**config.mk**
```make
export PLATFORM = sky130hd
export DESIGN_NAME = seg_scan_decoder
export DESIGN_NICKNAME = d
export VERILOG_FILES = /design/src/rtl/seg_pkg.sv /design/src/rtl/seg_glyph_decode.sv /design/src/rtl/seg_scan_decoder.sv
export SDC_FILE = /design/constraint.sdc
export NUM_CORES = 1
export LEC_CHECK = 0
export CAP_MARGIN = 20
export CORE_UTILIZATION = 35
export DETAILED_ROUTE_END_ITERATION = 8
export HOLD_SLACK_MARGIN = 0.1
export SLEW_MARGIN = 20
export SYNTH_ARGS = -nofsm -noshare
export SYNTH_HDL_FRONTEND = slang
export SYNTH_HIERARCHICAL = 1
export SYNTH_SLANG_ARGS = --single-unit
```
**constraint.sdc**
```tcl
create_clock -name clk -period 9.4 [get_ports clk]
set_clock_uncertainty 0.2 [all_clocks]
set_input_delay 1.41 -clock clk [delete_from_list [all_inputs] [get_ports clk]]
set_output_delay 1.41 -clock clk [all_outputs]
set_load 0.005 [all_outputs]
```
**src/rtl/seg_pkg.sv**
```systemverilog
// Shared definitions for the multiplexed seven-segment scan decoder:
// glyph table, FSM state encoding, default settle length and AN helpers.
package seg_pkg;

   localparam int unsigned STABLE_CYCLES_DEFAULT = 4;

   typedef enum logic {
      ST_SETTLE = 1'b0,
      ST_HELD   = 1'b1
   } scan_state_t;

   // Active-high {g,f,e,d,c,b,a} patterns, indexed by the nibble they show.
   localparam logic [6:0] GLYPH_TABLE [16] = '{
      7'h3F, 7'h06, 7'h5B, 7'h4F, 7'h66, 7'h6D, 7'h7D, 7'h07,
      7'h7F, 7'h6F, 7'h77, 7'h7C, 7'h39, 7'h5E, 7'h79, 7'h71
   };

   function automatic logic is_one_hot(input logic [7:0] bits);
      return (bits != 8'h00) && ((bits & (bits - 8'h01)) == 8'h00);
   endfunction

endpackage

```
**src/rtl/seg_glyph_decode.sv**
```systemverilog
// Combinational lookup from an active-high segment pattern to its hex nibble.
module seg_glyph_decode
   import seg_pkg::*;
(
   input  logic [6:0] glyph,
   output logic [3:0] nibble,
   output logic       valid
);

   // Linear search of the glyph table; no match leaves valid low.
   always_comb begin
      nibble = 4'h0;
      valid  = 1'b0;
      for (int i = 0; i < 16; i++) begin
         if (glyph == GLYPH_TABLE[i]) begin
            nibble = 4'(i);
            valid  = 1'b1;
         end else begin
            nibble = nibble;
         end
      end
   end

endmodule

```
**src/rtl/seg_scan_decoder.sv**
```systemverilog
// Recovers a 32-bit hex value by watching a scanned seven-segment display bus;
// each digit must be stable for STABLE_CYCLES samples before it is accepted.
module seg_scan_decoder
   import seg_pkg::*;
#(
   parameter int unsigned STABLE_CYCLES = STABLE_CYCLES_DEFAULT
) (
   input  logic        clk,
   input  logic        clr,
   input  logic [7:0]  SEG,
   input  logic [7:0]  AN,
   input  logic        err_clr,
   output logic [31:0] value,
   output logic        frame_done,
   output logic [7:0]  digit_seen,
   output logic        err_code,
   output logic        err_an
);

   localparam logic [15:0] STABLE_TARGET = STABLE_CYCLES[15:0];

   logic [7:0]  seg_r, an_r, prev_seg_r, prev_an_r;
   logic [15:0] cnt_r;
   scan_state_t state_r;
   logic [31:0] shadow_r;

   logic [15:0] cnt_inc_s;
   logic [7:0]  an_low_s;
   logic [3:0]  nibble_s;
   logic        valid_s, same_s, commit_s, one_hot_s, blank_s;
   logic        digit_wr_s, code_err_s, an_err_s, frame_ready_s;

   seg_glyph_decode u_glyph (
      .glyph  (~seg_r[6:0]),
      .nibble (nibble_s),
      .valid  (valid_s)
   );

   // Stability tracking and classification of the committed sample.
   always_comb begin
      same_s        = ({an_r, seg_r} == {prev_an_r, prev_seg_r});
      cnt_inc_s     = cnt_r + 16'd1;
      commit_s      = (state_r == ST_SETTLE) && same_s && (cnt_inc_s == STABLE_TARGET);
      an_low_s      = ~an_r;
      one_hot_s     = is_one_hot(an_low_s);
      blank_s       = (an_r == 8'hFF);
      digit_wr_s    = commit_s && one_hot_s && valid_s;
      code_err_s    = commit_s && one_hot_s && !valid_s;
      an_err_s      = commit_s && !one_hot_s && !blank_s;
      frame_ready_s = (digit_seen == 8'hFF);
   end

   // Input stage, previous-sample register and SETTLE/HELD state machine.
   always_ff @(posedge clk or posedge clr) begin
      if (clr) begin
         seg_r      <= 8'hFF;
         an_r       <= 8'hFF;
         prev_seg_r <= 8'hFF;
         prev_an_r  <= 8'hFF;
         cnt_r      <= 16'd0;
         state_r    <= ST_SETTLE;
      end else begin
         seg_r      <= SEG;
         an_r       <= AN;
         prev_seg_r <= seg_r;
         prev_an_r  <= an_r;
         if (!same_s) begin
            cnt_r   <= 16'd1;
            state_r <= ST_SETTLE;
         end else begin
            cnt_r   <= (cnt_r != 16'hFFFF) ? cnt_inc_s : cnt_r;
            state_r <= commit_s ? ST_HELD : state_r;
         end
      end
   end

   // Shadow frame assembly and hand-off of a complete frame to value.
   always_ff @(posedge clk or posedge clr) begin
      if (clr) begin
         shadow_r   <= 32'h0000_0000;
         value      <= 32'h0000_0000;
         digit_seen <= 8'h00;
         frame_done <= 1'b0;
      end else begin
         frame_done <= 1'b0;
         if (frame_ready_s) begin
            value      <= shadow_r;
            frame_done <= 1'b1;
            digit_seen <= 8'h00;
         end else if (digit_wr_s) begin
            for (int i = 0; i < 8; i++) begin
               if (an_low_s[i]) begin
                  shadow_r[4*i +: 4] <= nibble_s;
               end
            end
            digit_seen <= digit_seen | an_low_s;
         end else begin
            digit_seen <= digit_seen;
         end
      end
   end

   // Sticky error flags; a same-cycle set wins over err_clr.
   always_ff @(posedge clk or posedge clr) begin
      if (clr) begin
         err_code <= 1'b0;
         err_an   <= 1'b0;
      end else begin
         if (code_err_s) begin
            err_code <= 1'b1;
         end else if (err_clr) begin
            err_code <= 1'b0;
         end else begin
            err_code <= err_code;
         end
         if (an_err_s) begin
            err_an <= 1'b1;
         end else if (err_clr) begin
            err_an <= 1'b0;
         end else begin
            err_an <= err_an;
         end
      end
   end

endmodule

```
==> impl_metrics.json, run 1 <==
{
  "outcome": "completed",
  "cp.buffers_inverters": 0,
  "fin_nets": 583,
  "synthSimpleGateAreaFrac": 0.209,
  "clk_path_buf_depth": 2,
  "place_congestion": 0.794,
  "power_leakage_nw": 3.16,
  "path_cells": "xor2_1, nor4_2, nand4_2, a2111o_1, or3_1, mux2_4",
  "firstDrtPassIters": 8,
  "netSwitchingPower_w": 0.000257,
  "cp_max_fo": 19,
  "n_antenna_cell": 0,
  "core_sq_um": 15400,
  "cts_tree": "done",
  "synth_xor_area_frac": 0.0470,
  "fmax_mhz": 290,
  "post-cts-setup-buffers": 0,
  "grt_usage": 0.155,
  "clk_latency_ps": 410,
  "chipWidth_um": 128,
  "clkTransAtPathRegs_ps": 50,
  "drive_above_1_share": 0.203,
  "clkPwrFrac": 0.514,
  "route.detailed.drc": 0,
  "ant_nets": 0,
  "wl_per_cell_um": 15.0,
  "final.period_utilization": 0.367,
  "rsz0062_at_grt": "false",
  "synth_edf_count": 0,
  "place_area_sq_um": 6360,
  "async_flop_share": 1.00,
  "synth_compound_area_frac": 0.0622,
  "syn_to_final_growth_pct": 24.1,
  "arrival_ps": 3540,
  "drv_cap": 0,
  "period_needed_ps": 3450,
  "crit_family": "simple AND/OR/NAND/NOR gates",
  "dr.first_iter.drc_count": 237,
  "pin_count": 62,
  "required_ps": 9490,
  "drt_wl_total_mm": 11.7,
  "worst_path_max_delay_cell": "a2111o_1",
  "synth_nets": 525,
  "ir_worst_vdd_v": 0.000123,
  "synth_seq_cells": 124,
  "dp_hpwl_mm": 7.95,
  "rows": 45,
  "avgViaCountPerCell": 4.86,
  "power.density_nw_per_um2": 178,
  "fin_tns_setup_ps": 0,
  "hold_slack_ps": 166,
  "critPathLaunchType": "flip-flop",
  "setup_viol": 0,
  "synth_adder_area_share": 0.00403,
  "power_frac_comb": 0.037,
  "muxShareOfSynthArea": 0.0844,
  "globalRoute.totalOverflow": 0,
  "grt_pass1_vias": 3795,
  "yosysWarnings": 6,
  "ctsResizeCount": 0,
  "ys_seq_area_frac": 0.562,
  "cts_inserted_buffers": 17,
  "final_max_slew_viol_count": 0,
  "slew_headroom": 0.353,
  "grt_first_pass_wirelength_mm": 19.6,
  "synth_area_sq_um": 5590,
  "die_h_um": 128,
  "cts-root-buf": "clkbuf_16",
  "fin_util": 0.451,
  "timing_worst_setup_path_type": "reg -> reg",
  "fin_area_sq_um": 6940,
  "cts_hold_buffers": 0,
  "syn_area_per_cell_sq_um": 11.1,
  "setup_slack_ps": 5950,
  "port-buffer-count": 61,
  "antenna_found_initial": 0,
  "hold_viol": 0,
  "initial_core_util": 0.364,
  "synth_top_cell_area_share": 0.412,
  "tightest_slew_ps": 969,
  "synth_cell_types": 59,
  "synthTopCellsByArea": "dfrtp_1, dfstp_2, nand2_1, mux2_4, xor2_1",
  "switching_share": 0.208,
  "cts_sinks": 124,
  "slowest_delay_ps": 700,
  "place_ws_ps": 5830,
  "grt_max_degree": 83,
  "power_frac_seq": 0.449,
  "worstSetupEndpointType": "flip-flop",
  "die_area_sq_um": 16500,
  "hp-class": "reg -> reg",
  "synth_ff_type": "dfrtp_1",
  "fill_cells": 1400,
  "yosysTopAreaCell": "dfrtp_1",
  "vias": 3802,
  "netlist_instances": 505,
  "cts_max_level": 4,
  "synth_top_family_by_area": "simple AND/OR/NAND/NOR gates",
  "p_int_w": 0.000979
}
[power groups by stage]
stage	Sequential (W)	Combinational, W	Clock (W)
5_1_grt	0.000556	0.0000516	0.000674
6_report	0.000555	0.0000463	0.000635
3_5_place_dp	0.000564	0.0000470	0
3_3_place_gp	0.000563	0.0000467	0
2_1_floorplan	0.000561	0.0000310	0
4_1_cts	0.000555	0.0000471	0.000648
[registers in the layout (all words and copies together) (netlist names)]
name,cells
shadow_r,32
digit_seen,8
frame_done,1
prev_seg_r,8
prev_an_r,8
err_an,1
value,32
seg_r,8
an_r,8
state_r,1
cnt_r,16
err_code,1
[per-layer routing]
layer,track usage,vias up,share of wire,wire [um]
li1,-,1830,-,-
met1,0.208,1874,0.47,5510
met3,0.0316,23,0.032,372
met5,0,-,0,0
met2,0.238,75,0.48,5570
met4,0.0775,0,0.022,258
[area by class of cell]
class / instances / area (sq um) / share of cell area
timing repair buffer: 63 / 629 / 0.0907
clock inverter: 9 / 124 / 0.0179
sequential: 124 / 3140 / 0.453
multi-input combinational: 342 / 2270 / 0.328
clock buffer: 19 / 443 / 0.0639
inverter: 15 / 58.8 / 0.00848
tap: 211 / 264 / 0.0381
[cell usage after synthesis (all sizes together), types with 11 or more instances]
library cell    n
a21oi          18
buf            16
dfrtp          92
dfstp          32
inv            15
mux2           33
nand2         126
nand3          11
nand4          11
nor2           14
nor3           11
or3            13
xor2           21
[final timing paths]
check | depth (start not counted) | to | startpoint | slack, ps
max in group asynchronous | 3 | shadow_r[30]$_DFFE_PP0P_ | clr | 6670
min reg2reg | 0 | prev_seg_r[7]$_DFF_PP1_ | seg_r[7]$_DFF_PP1_ | 170
max reg2reg | 6 | shadow_r[5]$_DFFE_PP0P_ | an_r[7]$_DFF_PP1_ | 5950
max | 6 | shadow_r[5]$_DFFE_PP0P_ | an_r[7]$_DFF_PP1_ | 5950
min in group asynchronous | 2 | err_an$_DFFE_PP0P_ | clr | 1200
min | 0 | prev_seg_r[7]$_DFF_PP1_ | seg_r[7]$_DFF_PP1_ | 170
[stage by stage]
step,cells,power [W]
2_1_floorplan,505,0.000592
3_3_place_gp,755,0.000610
3_5_place_dp,755,0.000611
4_1_cts,783,0.00125
5_1_grt,783,0.00128
6_report,783,0.00124
[layout by cell type, fill, tap and decap left out, types with 3 or more instances in the layout]
cell             synthesis  routed
a21o_1                   3       3
a21oi_1                 18      18
a31oi_1                  4       4
and3_1                   6       6
bufinv_16                0       3
clkbuf_16                0      17
clkdlybuf4s50_1          0      61
dfrtp_1                 92      92
dfstp_2                 32      32
inv_1                   15      14
mux2_2                   9       9
mux2_4                  24      24
nand2_1                126     126
nand2b_1                 4       4
nand3_1                 11      11
nand4_1                  8       8
nor2_1                  13      13
nor3_1                   8       8
nor3_2                   3       3
nor4_1                   7       7
nor4_2                   3       3
o21ai_0                  5       4
o22ai_1                  4       4
or2_2                    5       5
or3_1                   13      13
xnor2_1                  9       9
xor2_1                  21      21
[cells by family (layout without fill, tap and decap cells)]
logic type	count (synthesis)	in the layout
AND/OR/NAND/NOR	228	228
XOR/XNOR	30	30
adder cells (fa/ha/maj)	2	2
multiplexers	34	34
flip-flops	124	124
buffers and inverters	39	106
AO/OA/AOI/OAI	48	48
Note: power is estimated with default switching activity, not from simulation.
==> inputs of run 2 (changes only) <==
==> constraint.sdc (replaced) <==
create_clock -name clk -period 3.1 [get_ports clk]
set_clock_uncertainty 0.2 [all_clocks]
set_input_delay 0.465 -clock clk [delete_from_list [all_inputs] [get_ports clk]]
set_output_delay 0.465 -clock clk [all_outputs]
set_load 0.005 [all_outputs]
==> impl_metrics.json, run 2 (synthesized netlist as in run 1, its figures left out) <==
{
  "grt_util_met2": 0.251,
  "grt_pass1_vias": 4067,
  "clkTransAtPathRegs_ps": 60,
  "required_ps": 3200,
  "fmax_mhz": 334,
  "busiest_layer": "met2",
  "fin_area_sq_um": 7240,
  "timing_worst_setup_path_type": "reg -> reg",
  "critPathLaunchType": "flip-flop",
  "timing.rr.start": "seg_r[0]$_DFF_PP1_",
  "route.detailed.drc": 0,
  "dp_hpwl_mm": 8.11,
  "clk_path_buf_depth": 2,
  "reg2reg_to": "shadow_r[20]$_DFFE_PP0P_",
  "place_congestion": 0.856,
  "chipWidth_um": 128,
  "hp-start": "seg_r[7]$_DFF_PP1_",
  "crit_start": "seg_r[0]$_DFF_PP1_",
  "pin_count": 62,
  "reg2reg_depth": 9,
  "met3_usage": 0.0503,
  "core_sq_um": 15400,
  "fill_cells": 1397,
  "drt_wl_total_mm": 11.9,
  "cp.buffers_inverters": 1,
  "layout_common_cells": "nand2_1, dfrtp_1, clkdlybuf4s50_1",
  "wl_per_cell_um": 14.6,
  "die_h_um": 128,
  "slowest_delay_ps": 530,
  "gr-usage-met1": 0.207,
  "cts_hold_buffers": 0,
  "layout_commonest_cell": "nand2_1",
  "top_regs": "shadow_r: 32 flops, value: 32 flops, cnt_r: 16 flops",
  "place_area_sq_um": 6540,
  "setup_viol": 0,
  "final.period_utilization": 0.966,
  "rows": 45,
  "cts_inserted_buffers": 17,
  "path_cells": "inv_2, or3b_4, a2111oi_4, a221oi_2, nand4b_1, nand2_2, or3_1, or3_4, mux2_4",
  "firstDrtPassIters": 4,
  "grt_max_degree": 125,
  "power_leakage_nw": 3.29,
  "grt_first_pass_wirelength_mm": 20.1,
  "slew_headroom": 0.265,
  "regArea_sq_um": 3140,
  "clk_latency_ps": 420,
  "drv_cap": 0,
  "fin_nets": 606,
  "grt_usage": 0.159,
  "outcome": "completed",
  "crit_family": "simple AND/OR/NAND/NOR gates",
  "dr.first_iter.drc_count": 221,
  "fin_util": 0.471,
  "n_antenna_cell": 0,
  "cp_max_fo": 8,
  "final_max_slew_viol_count": 0,
  "tightest_slew_ps": 1090,
  "arrival_ps": 3090,
  "ir_worst_vdd_v": 0.000378,
  "worstSetupEndpointType": "flip-flop",
  "drive_above_1_share": 0.270,
  "cts_tree": "done",
  "avgViaCountPerCell": 4.80,
  "globalRoute.totalOverflow": 0,
  "port-buffer-count": 61,
  "period_needed_ps": 2990,
  "initial_core_util": 0.364,
  "hp-class": "reg -> reg",
  "ant_nets": 0,
  "rsz0062_at_grt": "true",
  "r2r_slack_ps": 110,
  "cts_sinks": 124,
  "power.density_nw_per_um2": 524,
  "cts-root-buf": "clkbuf_16",
  "holdPathEnd": "prev_seg_r[7]$_DFF_PP1_",
  "worstHoldPathCells": 0,
  "hold_viol": 0,
  "antenna_found_initial": 0,
  "worst_path_max_delay_cell": "dfstp_2",
  "die_area_sq_um": 16500,
  "syn_to_final_growth_pct": 29.5,
  "cts_max_level": 4,
  "vias": 3889,
  "multi_input_area_sq_um": 2350
}
[run 2: cell count changes in the layout (fill, tap and decap cells not counted), sizes merged]
cell / change
clkinvlp: +4
bufinv: -1
clkinv: +1
buf: +23
[run 2: layer usage]
metal  share of wire  up-vias
met5               0        -
met4           0.013        0
met1            0.47     1915
met2            0.48       74
met3           0.035       13
li1                -     1887
[run 2: worst max path at each step]
stage	endpoint	slack [ps]	cells past startpoint
global placement	shadow_r[8]$_DFFE_PP0P_	50	9
detailed placement	shadow_r[8]$_DFFE_PP0P_	-10	9
floorplan	shadow_r[13]$_DFFE_PP0P_	100	11
finish	shadow_r[20]$_DFFE_PP0P_	110	9
CTS	shadow_r[20]$_DFFE_PP0P_	60	9
global route	shadow_r[31]$_DFFE_PP0P_	-10	9
[run 2: timing repair]
action | in CTS | in global routing
resized for setup | 5 | 14
endpoints found under the setup margin | 14 | 32
pin swaps | 0 | 3
setup buffers | 0 | 1
[run 2: final cells by class]
type,count,share of cell area
Clock buffer,19,0.0626
Clock inverter,13,0.0195
Inverter,15,0.00882
Multi-Input combinational cell,342,0.325
Sequential cell,124,0.434
Tap cell,211,0.0365
Timing Repair Buffer,86,0.113
[run 2: through the flow]
stage	setup TNS, ps	worst slack, ps	hold WS, ps	instances	power, W
3_5_place_dp	-104	-13.3	167	777	0.00186
4_1_cts	0	64.6	169	809	0.00383
2_1_floorplan	0	99.9	153	505	0.00179
3_3_place_gp	0	47.4	164	777	0.00186
5_1_grt	-38.6	-11.2	170	810	0.00395
6_report	0	105	169	810	0.00379
[run 2: power breakdown]
group          leakage [nW]  switching [W]  internal, W  total [W]
clock                 0.286       0.000725      0.00123    0.00195
combinational          1.39      0.0000964    0.0000663   0.000163
sequential             1.62      0.0000202      0.00166    0.00168
total                  3.29       0.000842      0.00295    0.00379
==> inputs of run 3 (changes only) <==
--- a/config.mk
+++ b/config.mk
@@ -8,7 +8,8 @@
 export CAP_MARGIN = 20
 export CORE_UTILIZATION = 35
 export DETAILED_ROUTE_END_ITERATION = 8
-export HOLD_SLACK_MARGIN = 0.1
+export HOLD_SLACK_MARGIN = 0.05
+export PLACE_DENSITY = 0.64
 export SLEW_MARGIN = 20
 export SYNTH_ARGS = -nofsm -noshare
 export SYNTH_HDL_FRONTEND = slang
==> constraint.sdc (replaced) <==
create_clock -name clk -period 2.8 [get_ports clk]
set_clock_uncertainty 0.2 [all_clocks]
set_input_delay 0.42 -clock clk [delete_from_list [all_inputs] [get_ports clk]]
set_output_delay 0.42 -clock clk [all_outputs]
set_load 0.005 [all_outputs]
==> impl_metrics.json, run 3 (synthesized netlist as in run 1, its figures left out) <==
{
  "final_max_slew_viol_count": 0,
  "grt_max_degree": 125,
  "antenna_found_initial": 0,
  "arrival_ps": 3070,
  "vias": 4047,
  "ir_worst_vdd_v": 0.000391,
  "clk_path_buf_depth": 2,
  "firstDrtPassIters": 4,
  "cts_max_level": 4,
  "switching_share": 0.230,
  "fmax_mhz": 336,
  "rows": 45,
  "timing_worst_setup_path_type": "reg -> reg",
  "chipWidth_um": 128,
  "setup_slack_ps": -176,
  "wl_per_cell_um": 14.4,
  "cts-root-buf": "clkbuf_16",
  "ant_nets": 0,
  "dp_hpwl_mm": 8.38,
  "violations": "setup timing",
  "regArea_sq_um": 3140,
  "clkTransAtPathRegs_ps": 60,
  "power.density_nw_per_um2": 544,
  "setup_viol": 33,
  "n_antenna_cell": 0,
  "hold_viol": 0,
  "route.detailed.drc": 0,
  "fin_nets": 652,
  "clkPwrFrac": 0.502,
  "cts_inserted_buffers": 17,
  "cp_max_fo": 8,
  "tightest_slew_ps": 745,
  "drv_cap": 0,
  "pin_count": 62,
  "cts_sinks": 124,
  "layout_commonest_cell": "nand2_1",
  "clk_latency_ps": 410,
  "p_int_w": 0.00320,
  "slew_headroom": 0.500,
  "hp-class": "reg -> reg",
  "multi_input_area_sq_um": 2410,
  "fin_area_sq_um": 7640,
  "drt_wl_total_mm": 12.4,
  "core_sq_um": 15400,
  "avgViaCountPerCell": 4.73,
  "initial_core_util": 0.364,
  "grt_first_pass_wirelength_mm": 20.8,
  "cts_tree": "done",
  "place_congestion": 0.879,
  "rsz0062_at_grt": "true",
  "die_area_sq_um": 16500,
  "die_h_um": 128,
  "grt_pass1_vias": 4125,
  "critPathLaunchType": "flip-flop",
  "netSwitchingPower_w": 0.000954,
  "required_ps": 2900,
  "place_area_sq_um": 6900,
  "dr.first_iter.drc_count": 205,
  "syn_to_final_growth_pct": 36.7,
  "power_frac_seq": 0.447,
  "power_leakage_nw": 3.55,
  "outcome": "complete, but fails checks",
  "grt_usage": 0.164,
  "fill_cells": 1351,
  "hold_slack_ps": 172,
  "power_frac_comb": 0.051,
  "globalRoute.totalOverflow": 0,
  "final.period_utilization": 1.06,
  "drive_above_1_share": 0.330,
  "worstSetupEndpointType": "flip-flop",
  "top_regs": "shadow_r: 32 flops, value: 32 flops, cnt_r: 16 flops",
  "period_needed_ps": 2980,
  "fin_util": 0.497,
  "port-buffer-count": 61,
  "layout_common_cells": "nand2_1, dfrtp_1, buf_4"
}
run 3: changes by cell type in the layout (fill, tap and decap cells not counted), moves of 3 or more:
| cell | change |
|---|---|
| buf_4 | +41 |
| mux2_2 | -5 |
| mux2_4 | +5 |
| buf_6 | +4 |
| nand2_1 | -3 |
| nand2_2 | +3 |
| xor2_1 | -3 |
| xor2_2 | +3 |
run 3: per-layer routing:
metal,track usage,wire length [um]
met5,0,0
met4,0.0498,163
met3,0.0453,502
met2,0.264,6030
met1,0.216,5660
run 3: path summary, 6_finish.rpt:
kind                                    startpoint  slack [ps]  cells past startpoint                  endpoint
worst max-delay path            seg_r[0]$_DFF_PP1_        -180                      9  shadow_r[23]$_DFFE_PP0P_
max in group asynchronous                      clr        1530                      3      cnt_r[0]$_DFFE_PP0P_
worst min register to register  seg_r[7]$_DFF_PP1_         170                      0   prev_seg_r[7]$_DFF_PP1_
worst min-delay path            seg_r[7]$_DFF_PP1_         170                      0   prev_seg_r[7]$_DFF_PP1_
min in group asynchronous                      clr         310                      3      err_code$_DFFE_PP0P_
worst max register to register  seg_r[0]$_DFF_PP1_        -180                      9  shadow_r[23]$_DFFE_PP0P_
run 3: area by class of cell:
type	instances	share of cell area
sequential	124	0.411
inverter	15	0.00786
tap	211	0.0346
clock inverter	13	0.0152
timing repair buffer	132	0.156
multi-input combinational	342	0.316
clock buffer	19	0.0593
run 3: metrics by stage:
step | setup slack, ps | instances | total power [W] | TNS (ps)
after floorplan | -166 | 505 | 0.00199 | -3890
after global placement | -219 | 821 | 0.00208 | -6210
after detailed placement | -241 | 821 | 0.00209 | -6570
after CTS | -166 | 855 | 0.00420 | -4710
after global routing | -326 | 856 | 0.00432 | -9660
final | -176 | 856 | 0.00415 | -5000
run 3: what timing repair did:
action,CTS,global route
setup endpoints to repair,33,39
gates cloned,0,0
resized for setup,19,13
hold buffers,0,0
hold endpoints to repair,0,0
setup buffers,2,1
pin swaps,5,4
run 3: worst max-delay path, cell delays in order (launching register included):
cell	delay, ps
dfstp_2	540
inv_2	40
or3b_4	400
a2111oi_4	310
a221oi_2	70
nand4b_1	160
nand2_2	120
or3_1	320
or3_4	390
mux2_4	320
run 3: power by group through the flow:
stage	clock (W)	combinational, W	sequential, W
floorplan	0	0.000105	0.00188
global placement	0	0.000200	0.00188
detailed placement	0	0.000203	0.00188
CTS	0.00214	0.000210	0.00186
global route	0.00223	0.000235	0.00186
finish	0.00209	0.000212	0.00186
